## config.mk

```make
export PLATFORM = sky130hd
export DESIGN_NAME = ex_muldiv
export DESIGN_NICKNAME = d
export VERILOG_FILES = /design/src/rtl/ex_muldiv.sv
export SDC_FILE = /design/constraint.sdc
export NUM_CORES = 1
export LEC_CHECK = 0
export BUFFER_PORTS_ARGS = -buffer_cell sky130_fd_sc_hd__buf_2
export CORE_MARGIN = 8
export CORE_UTILIZATION = 55
export CTS_BUF_LIST = sky130_fd_sc_hd__clkbuf_8
export DETAILED_ROUTE_END_ITERATION = 8
export GPL_TIMING_DRIVEN = 0
export PLACE_DENSITY = 0.74
export REMOVE_ABC_BUFFERS = 1
export SETUP_SLACK_MARGIN = 0.5
export SYNTH_ARGS = -nofsm -noshare
export SYNTH_HDL_FRONTEND = slang
export SYNTH_SLANG_ARGS = --single-unit
```

## constraint.sdc

```tcl
create_clock -name dclk -period 6.21 [get_ports dclk]
set_input_delay 0.3105 -clock dclk [delete_from_list [all_inputs] [get_ports dclk]]
set_output_delay 0.3105 -clock dclk [all_outputs]
set_load 0.02 [all_outputs]
```

## src/rtl/ex_muldiv.sv

```systemverilog
// EX-stage RV32M unit: iterative shift-add multiply and restoring divide.
// Stalls the pipeline while busy and emits the result for one DONE cycle.
module ex_muldiv #(
    parameter int              OPW        = 8,
    parameter int              SELW       = 3,
    parameter logic [SELW-1:0] SEL_MULDIV = 3'b101
) (
    input  logic            dclk,
    input  logic            rst,
    input  logic [OPW-1:0]  aluop_i,
    input  logic [SELW-1:0] alusel_i,
    input  logic [31:0]     regdata1_i,
    input  logic [31:0]     regdata2_i,
    input  logic            wreg_i,
    input  logic [4:0]      waddr_i,
    output logic [31:0]     wdata_o,
    output logic            wreg_o,
    output logic [4:0]      waddr_o,
    output logic            stl_req_o
);

    localparam logic [1:0] S_IDLE = 2'd0;
    localparam logic [1:0] S_CALC = 2'd1;
    localparam logic [1:0] S_DONE = 2'd2;

    logic [1:0]  state_q, state_d;
    logic [5:0]  cnt_q, cnt_d;
    logic [31:0] hi_q, hi_d;
    logic [31:0] lo_q, lo_d;
    logic [31:0] b_q, b_d;
    logic [2:0]  f3_q, f3_d;
    logic        s1_q, s1_d;
    logic        s2_q, s2_d;
    logic        spec_q, spec_d;
    logic [31:0] spec_val_q, spec_val_d;
    logic        wreg_q, wreg_d;
    logic [4:0]  waddr_q, waddr_d;
    logic [31:0] wdata_hold_q;
    logic [4:0]  waddr_hold_q;

    logic [2:0]  f3;
    logic        start;
    logic        sgn1, sgn2;
    logic [31:0] mag1, mag2;
    logic        div_zero, div_ovf;
    logic [31:0] spec_val;
    logic        unused_op;

    assign unused_op = ^aluop_i[OPW-1:3];
    assign f3        = aluop_i[2:0];
    assign start     = rst && (state_q == S_IDLE) && (alusel_i == SEL_MULDIV);
    assign stl_req_o = rst && (start || (state_q == S_CALC));

    // rs1 is signed for MUL/MULH/MULHSU/DIV/REM; rs2 for MUL/MULH/DIV/REM
    assign sgn1 = regdata1_i[31] && !(f3 == 3'b011 || f3 == 3'b101 || f3 == 3'b111);
    assign sgn2 = regdata2_i[31] && !(f3 == 3'b010 || f3 == 3'b011 ||
                                      f3 == 3'b101 || f3 == 3'b111);
    assign mag1 = sgn1 ? (32'd0 - regdata1_i) : regdata1_i;
    assign mag2 = sgn2 ? (32'd0 - regdata2_i) : regdata2_i;

    assign div_zero = f3[2] && (regdata2_i == 32'd0);
    assign div_ovf  = f3[2] && !f3[0] && (regdata1_i == 32'h8000_0000) &&
                      (regdata2_i == 32'hFFFF_FFFF);
    assign spec_val = div_zero ? (f3[1] ? regdata1_i : 32'hFFFF_FFFF)
                               : (f3[1] ? 32'd0 : 32'h8000_0000);

    logic [32:0] msum;
    logic [32:0] shl;
    logic [32:0] diff;

    assign msum = {1'b0, hi_q} + (lo_q[0] ? {1'b0, b_q} : 33'd0);
    assign shl  = {hi_q, lo_q[31]};
    assign diff = shl - {1'b0, b_q};

    logic [63:0] prod_s;
    logic [31:0] mul_res, quo, rem, res;

    assign prod_s  = (s1_q ^ s2_q) ? (64'd0 - {hi_q, lo_q}) : {hi_q, lo_q};
    assign mul_res = (f3_q[1:0] == 2'b00) ? prod_s[31:0] : prod_s[63:32];
    assign quo     = (s1_q ^ s2_q) ? (32'd0 - lo_q) : lo_q;
    assign rem     = s1_q ? (32'd0 - hi_q) : hi_q;
    assign res     = spec_q ? spec_val_q :
                     f3_q[2] ? (f3_q[1] ? rem : quo) : mul_res;

    assign wdata_o = (state_q == S_DONE) ? res : wdata_hold_q;
    assign waddr_o = (state_q == S_DONE) ? waddr_q : waddr_hold_q;
    assign wreg_o  = (state_q == S_DONE) && wreg_q;

    always_comb begin
        state_d    = state_q;
        cnt_d      = cnt_q;
        hi_d       = hi_q;
        lo_d       = lo_q;
        b_d        = b_q;
        f3_d       = f3_q;
        s1_d       = s1_q;
        s2_d       = s2_q;
        spec_d     = spec_q;
        spec_val_d = spec_val_q;
        wreg_d     = wreg_q;
        waddr_d    = waddr_q;
        case (state_q)
            S_IDLE: begin
                if (start) begin
                    f3_d       = f3;
                    s1_d       = sgn1;
                    s2_d       = sgn2;
                    spec_d     = div_zero || div_ovf;
                    spec_val_d = spec_val;
                    wreg_d     = wreg_i;
                    waddr_d    = waddr_i;
                    cnt_d      = 6'd0;
                    hi_d       = 32'd0;
                    lo_d       = f3[2] ? mag1 : mag2;
                    b_d        = f3[2] ? mag2 : mag1;
                    state_d    = (div_zero || div_ovf) ? S_DONE : S_CALC;
                end
            end
            S_CALC: begin
                if (f3_q[2]) begin
                    hi_d = diff[32] ? shl[31:0] : diff[31:0];
                    lo_d = {lo_q[30:0], ~diff[32]};
                end else begin
                    hi_d = msum[32:1];
                    lo_d = {msum[0], lo_q[31:1]};
                end
                cnt_d = cnt_q + 6'd1;
                if (cnt_q == 6'd31) begin
                    cnt_d   = 6'd0;
                    state_d = S_DONE;
                end
            end
            S_DONE:  state_d = S_IDLE;
            default: state_d = S_IDLE;
        endcase
    end

    always_ff @(posedge dclk) begin
        if (!rst) begin
            state_q      <= S_IDLE;
            cnt_q        <= 6'd0;
            hi_q         <= 32'd0;
            lo_q         <= 32'd0;
            b_q          <= 32'd0;
            f3_q         <= 3'd0;
            s1_q         <= 1'b0;
            s2_q         <= 1'b0;
            spec_q       <= 1'b0;
            spec_val_q   <= 32'd0;
            wreg_q       <= 1'b0;
            waddr_q      <= 5'd0;
            wdata_hold_q <= 32'd0;
            waddr_hold_q <= 5'd0;
        end else begin
            state_q    <= state_d;
            cnt_q      <= cnt_d;
            hi_q       <= hi_d;
            lo_q       <= lo_d;
            b_q        <= b_d;
            f3_q       <= f3_d;
            s1_q       <= s1_d;
            s2_q       <= s2_d;
            spec_q     <= spec_d;
            spec_val_q <= spec_val_d;
            wreg_q     <= wreg_d;
            waddr_q    <= waddr_d;
            if (state_q == S_DONE) begin
                wdata_hold_q <= res;
                waddr_hold_q <= waddr_q;
            end
        end
    end

endmodule

```

Word level (Yosys, flattened, before mapping)

Cells that the tools add are included.

Output and inout port bits: 39
Input bits: 83
Logic and storage cells: 94
Bits in registers: 185

Mux-type cells: 31
Eq/ne operators: 12
Reduce and logical (&&, ||, !) cells: 27
Add/sub/neg operators: 8
Bitwise logic cells: 2

Operators by type and width:

| operator              | count |
|---|---|
| $mux 32               | 20 |
| $pmux 32 s2           | 2 |
| $sub 1x32->32 const A | 4 |
| $eq 32x32->1 const B  | 2 |
| $mux 64               | 1 |
| $sub 1x64->64 const A | 1 |
| $add 32x32->33        | 1 |
| $sub 33x32->33        | 1 |
| $logic_not 32->1      | 1 |
| $mux 6                | 2 |
| $pmux 6 s2            | 1 |
| $logic_and 1x1->1     | 10 |
| $eq 3x3->1 const B    | 3 |
| $logic_or 1x1->1      | 7 |
| $add 6x1->6 const B   | 1 |
| $eq 3x2->1 const B    | 2 |
| $eq 6x5->1 const B    | 1 |
| $mux 2                | 3 |
| $reduce_and 2->1      | 3 |
| $mux 5                | 1 |
| $logic_not 2->1       | 2 |
| $pmux 2 s2            | 1 |
| $logic_not 1->1       | 3 |
| $eq 2x1->1 const B    | 1 |
| 6 further kinds       | 6 |

Depth between registers and ports, before layout

Word-level depth: 10
Mapped depth: 15

Worst setup path before layout

OpenSTA, ideal clock, no wires.

Kind: register -> register
From: register hi_q[0]
To: register lo_q[0]
Required time: 6.124 ns
Setup slack: 2.529 ns
Stages on the path, launching flop included: 14
Period minus slack after synthesis: 3.681 ns
Buffers on the path: 3
Arrival time: 3.596 ns
Cell sequence: dfxtp_1 -> clkbuf_1 -> inv_1 -> fa_1 -> nand2b_1 -> a21o_1 -> a211o_1 -> a21oi_1 -> o31ai_1 -> nor3_1 -> clkbuf_1 -> buf_1 -> mux2i_1 -> a211oi_1

Longest elaborated chain between the ends: 4

RTL lines:

| item                     | RTL line | source |
|---|---|---|
| start: declaration       | 28       | `logic [31:0] hi_q, hi_d;` |
| start signal: assignment | 157      | `hi_q <= hi_d;` |
| $sub 33x32->33           | 73       | `assign diff = shl - {1'b0, b_q};` |
| $not 1->1                | 122      | `lo_d = {lo_q[30:0], ~diff[32]};` |
| $mux 32                  | 120      | `if (f3_q[2]) begin` |
| $pmux 32 s2              | 102      | `case (state_q)` |
| end signal: assignment   | 158      | `lo_q <= lo_d;` |
| end: declaration         | 29       | `logic [31:0] lo_q, lo_d;` |

Every way passes these cells.
A chain may end at the register's enable or synchronous reset.

Worst setup path after layout

From: register lo_q[0]
To: output wdata_o[18]

Longest elaborated chain between the ends: 6

RTL lines:

| item                                                  | RTL line | source |
|---|---|---|
| $sub 1x64->64 / $sub 1x32->32 (equally long branches) | 78, 80   |  |
| $mux 64 / $mux 32 (equally long branches)             | 78, 80   |  |
| $mux 32, on equally long branches                     | 79, 83   |  |
| $mux 32 (*)                                           | 83       | `f3_q[2] ? (f3_q[1] ? rem : quo) : mul_res;` |
| $mux 32 (*)                                           | 82       | `assign res = spec_q ? spec_val_q :` |
| $mux 32 (*)                                           | -        |  |
| end: declaration                                      | 16       | `output logic [31:0] wdata_o,` |

Mark *: on every way between the ends. The rest lies on a longest branch, timed or not.

==> flow_summary.ini <==
[finish]
fillers = 2896
layout_common_cells = a21oi_1, nor2_1, nand2_1, dfxtp_1, o21ai_0
drive_above_1_share_pct = 8.95
multi_input_area_mm2 = 0.0119
finish.utilization_pct = 59.7
nNetsFinal = 2467
seqCellArea_mm2 = 0.00371
final_common_cell = a21oi_1
area_growth_pct = 6.89

[critical_path]
critPathMaxStageDelay_ns = 0.79
crit_chain = inv_1 > ha_1 > nor3b_1 > and2_1 > nand4_1 > o41ai_2 > o21ai_0 > xor2_1 > a211oi_1 > nor2_1 > buf_2
setup.worst_path.end_class = primary output
crit_type = reg -> out
cp.buffers_inverters = 2
crit_arrival_ns = 5.10
r2r_slack_ns = 1.52
critPathTopFamily = compound AO/OA/AOI/OAI gates
start_kind = flop
crit_fanout = 31
reg2reg_depth = 11
cp.required_ns = 5.90
crit_path_top_delay_cell = inv_1
crit_cells = 11

[clocking]
postCtsResizedCells = 1
cts_hold_buf = 0
cts_setup_buffers = 0
htreeDepth = 4
cts_tree = done
clock-sinks = 185
cts_root_buf = clkbuf_8
path_clk_slew_ns = 0.10
cts_made_buffers = 17
clk_path_buf_depth = 2
insertion_delay_ns = 0.50

[synthesis]
synthCells = 2353
synth_top_area_share_pct = 22.3
synthArstFlopShare_pct = 0
ys_types = 80
yosys_register_bits = 185
ys_top_cells_by_area = dfxtp_1, a21oi_1, nor2_1
synth_top_cell_by_area = dfxtp_1
synth-edff-count = 0
synth_ff_type = dfxtp_1
avgSynthCellArea_um2 = 7.05
synth_area_mm2 = 0.0166
ys_seq_area_share_pct = 22.3
yosysWarnings = 0

[floorplan]
row_count = 63
die_height_um = 190
start_util_pct = 55.8
die_x_um = 190
coreArea_mm2 = 0.0297
ios = 122
dieArea_mm2 = 0.0360

[power]
peakVddDrop_uv = 123
p_total_mw = 2.90
p_leak_nw = 7.02
powerDensity_mw_per_mm2 = 164

[sta]
setup_viol = 0
rsz0062_at_grt = false
period_share_pct = 87.2
worstMarginPinSlew_ns = 1.44
slew_headroom_pct = 3.77
period_minus_slack_ns = 5.41
final-hold-violation-count = 0
fin_skew_ns = 0.0222
drv_slew = 0
max_freq_mhz = 185

[place]
dp_hpwl_mm = 43.1
io_buffers = 116
gp_congestion = 0.993

[hold_path]
hold_path_depth = 3
hp-class = in -> reg

[run]
maxCapViolCount = 0

[global_route]
grt_pass1_vias = 16300
grt_pass1_wl_mm = 89.8
grt_max_degree = 94
grt_antenna_before_repair = 1
overflow = 0
grtUsageTotal_pct = 31.0

[routing]
drtPass1Iterations = 6
vias = 18000
routed_wl_mm = 58.3
postRouteAntennaNets = 0
viasPerCell = 6.63
first_iter_violations = 1900
remaining_drc_errors = 0
detail_route.wl_per_cell_um = 21.5

[status]
status = finished clean
==> per-stage QoR <==
stage	hold slack [ns]	area, µm²	worst slack, ns	std cells	TNS [ns]
floorplan	0.428	15800	0.535	2159	0
global placement	0.438	16900	-4.50	2665	-143.75
detailed placement	0.445	17200	1.05	2680	0
CTS	0.0195	17700	0.850	2711	0
global route	0.0266	17700	0.516	2714	0
finish	0.0447	17700	0.797	2715	0
==> power by group <==
part	total, mW	switching, mW	internal (mW)
Combinational	0.749	0.485	0.264
Sequential	1.25	0.0390	1.21
Clock	0.908	0.496	0.411
==> worst paths after layout <==
| path | to | from |
|---|---|---|
| setup reg to reg | wdata_hold_q[18] | lo_q[0] |
| hold / removal | waddr_q[3] | waddr_i[3] |
| setup / recovery | wdata_o[18] | lo_q[0] |
| hold reg to reg | b_q[2] | b_q[2] |
==> area by class of cell <==
cell class / count / area share (%)
multi-input cells: 1900 / 67.3
clock inverters: 13 / 0.959
repair buffers: 134 / 5.08
flip-flops and latches: 185 / 20.9
clock buffers: 18 / 1.40
diodes: 1 / 0.0141
well taps: 390 / 2.75
inverters: 74 / 1.59
==> tightest hold or removal path: cells and delay by family <==
family	cells	cell delay (ns)
AO/OA/AOI/OAI	1	0.05
AND/OR/NAND/NOR	1	0.04
buffers and inverters	1	0.10
==> synth_stat cells, types with 62 or more instances <==
master and n:
dfxtp_1 185, xnor2_1 101, clkbuf_1 165, nor2_1 236
ha_1 70, xor2_1 82, nor3_1 86, o21ai_0 157
nand2_1 229, a21oi_1 241, inv_1 73, a211oi_1 62
==> layer usage <==
metal | vias up | part of all wire (%) | track usage, %
li1 | 8435 | - | -
met1 | 8567 | 42 | 41.2
met2 | 860 | 45 | 49.1
met3 | 134 | 8.1 | 4.60
met4 | 2 | 4.1 | 13.9
met5 | - | 0.029 | 0
==> state kept, by name (all words and copies together) (netlist names) <==
signal,cells
spec_q,1
spec_val_q,32
waddr_q,5
wreg_q,1
cnt_q,6
waddr_hold_q,5
f3_q,3
state_q,2
wdata_hold_q,32
b_q,32
s2_q,1
hi_q,32
lo_q,32
s1_q,1
==> kinds of logic (layout without fill, tap and decap cells) <==
group	Yosys count	count (layout)	share of synthesized area, %
buffers and inverters	268	239	6.21
AOI/OAI and AO/OA	752	752	28.8
other	0	1	0
DFF	185	185	22.3
adders and majority gates	72	72	5.52
muxes	50	50	3.07
and+or+nand+nor	843	843	24.4
xor gates and xnor gates	183	183	9.66
No activity file was read; power rests on OpenSTA's default activity.
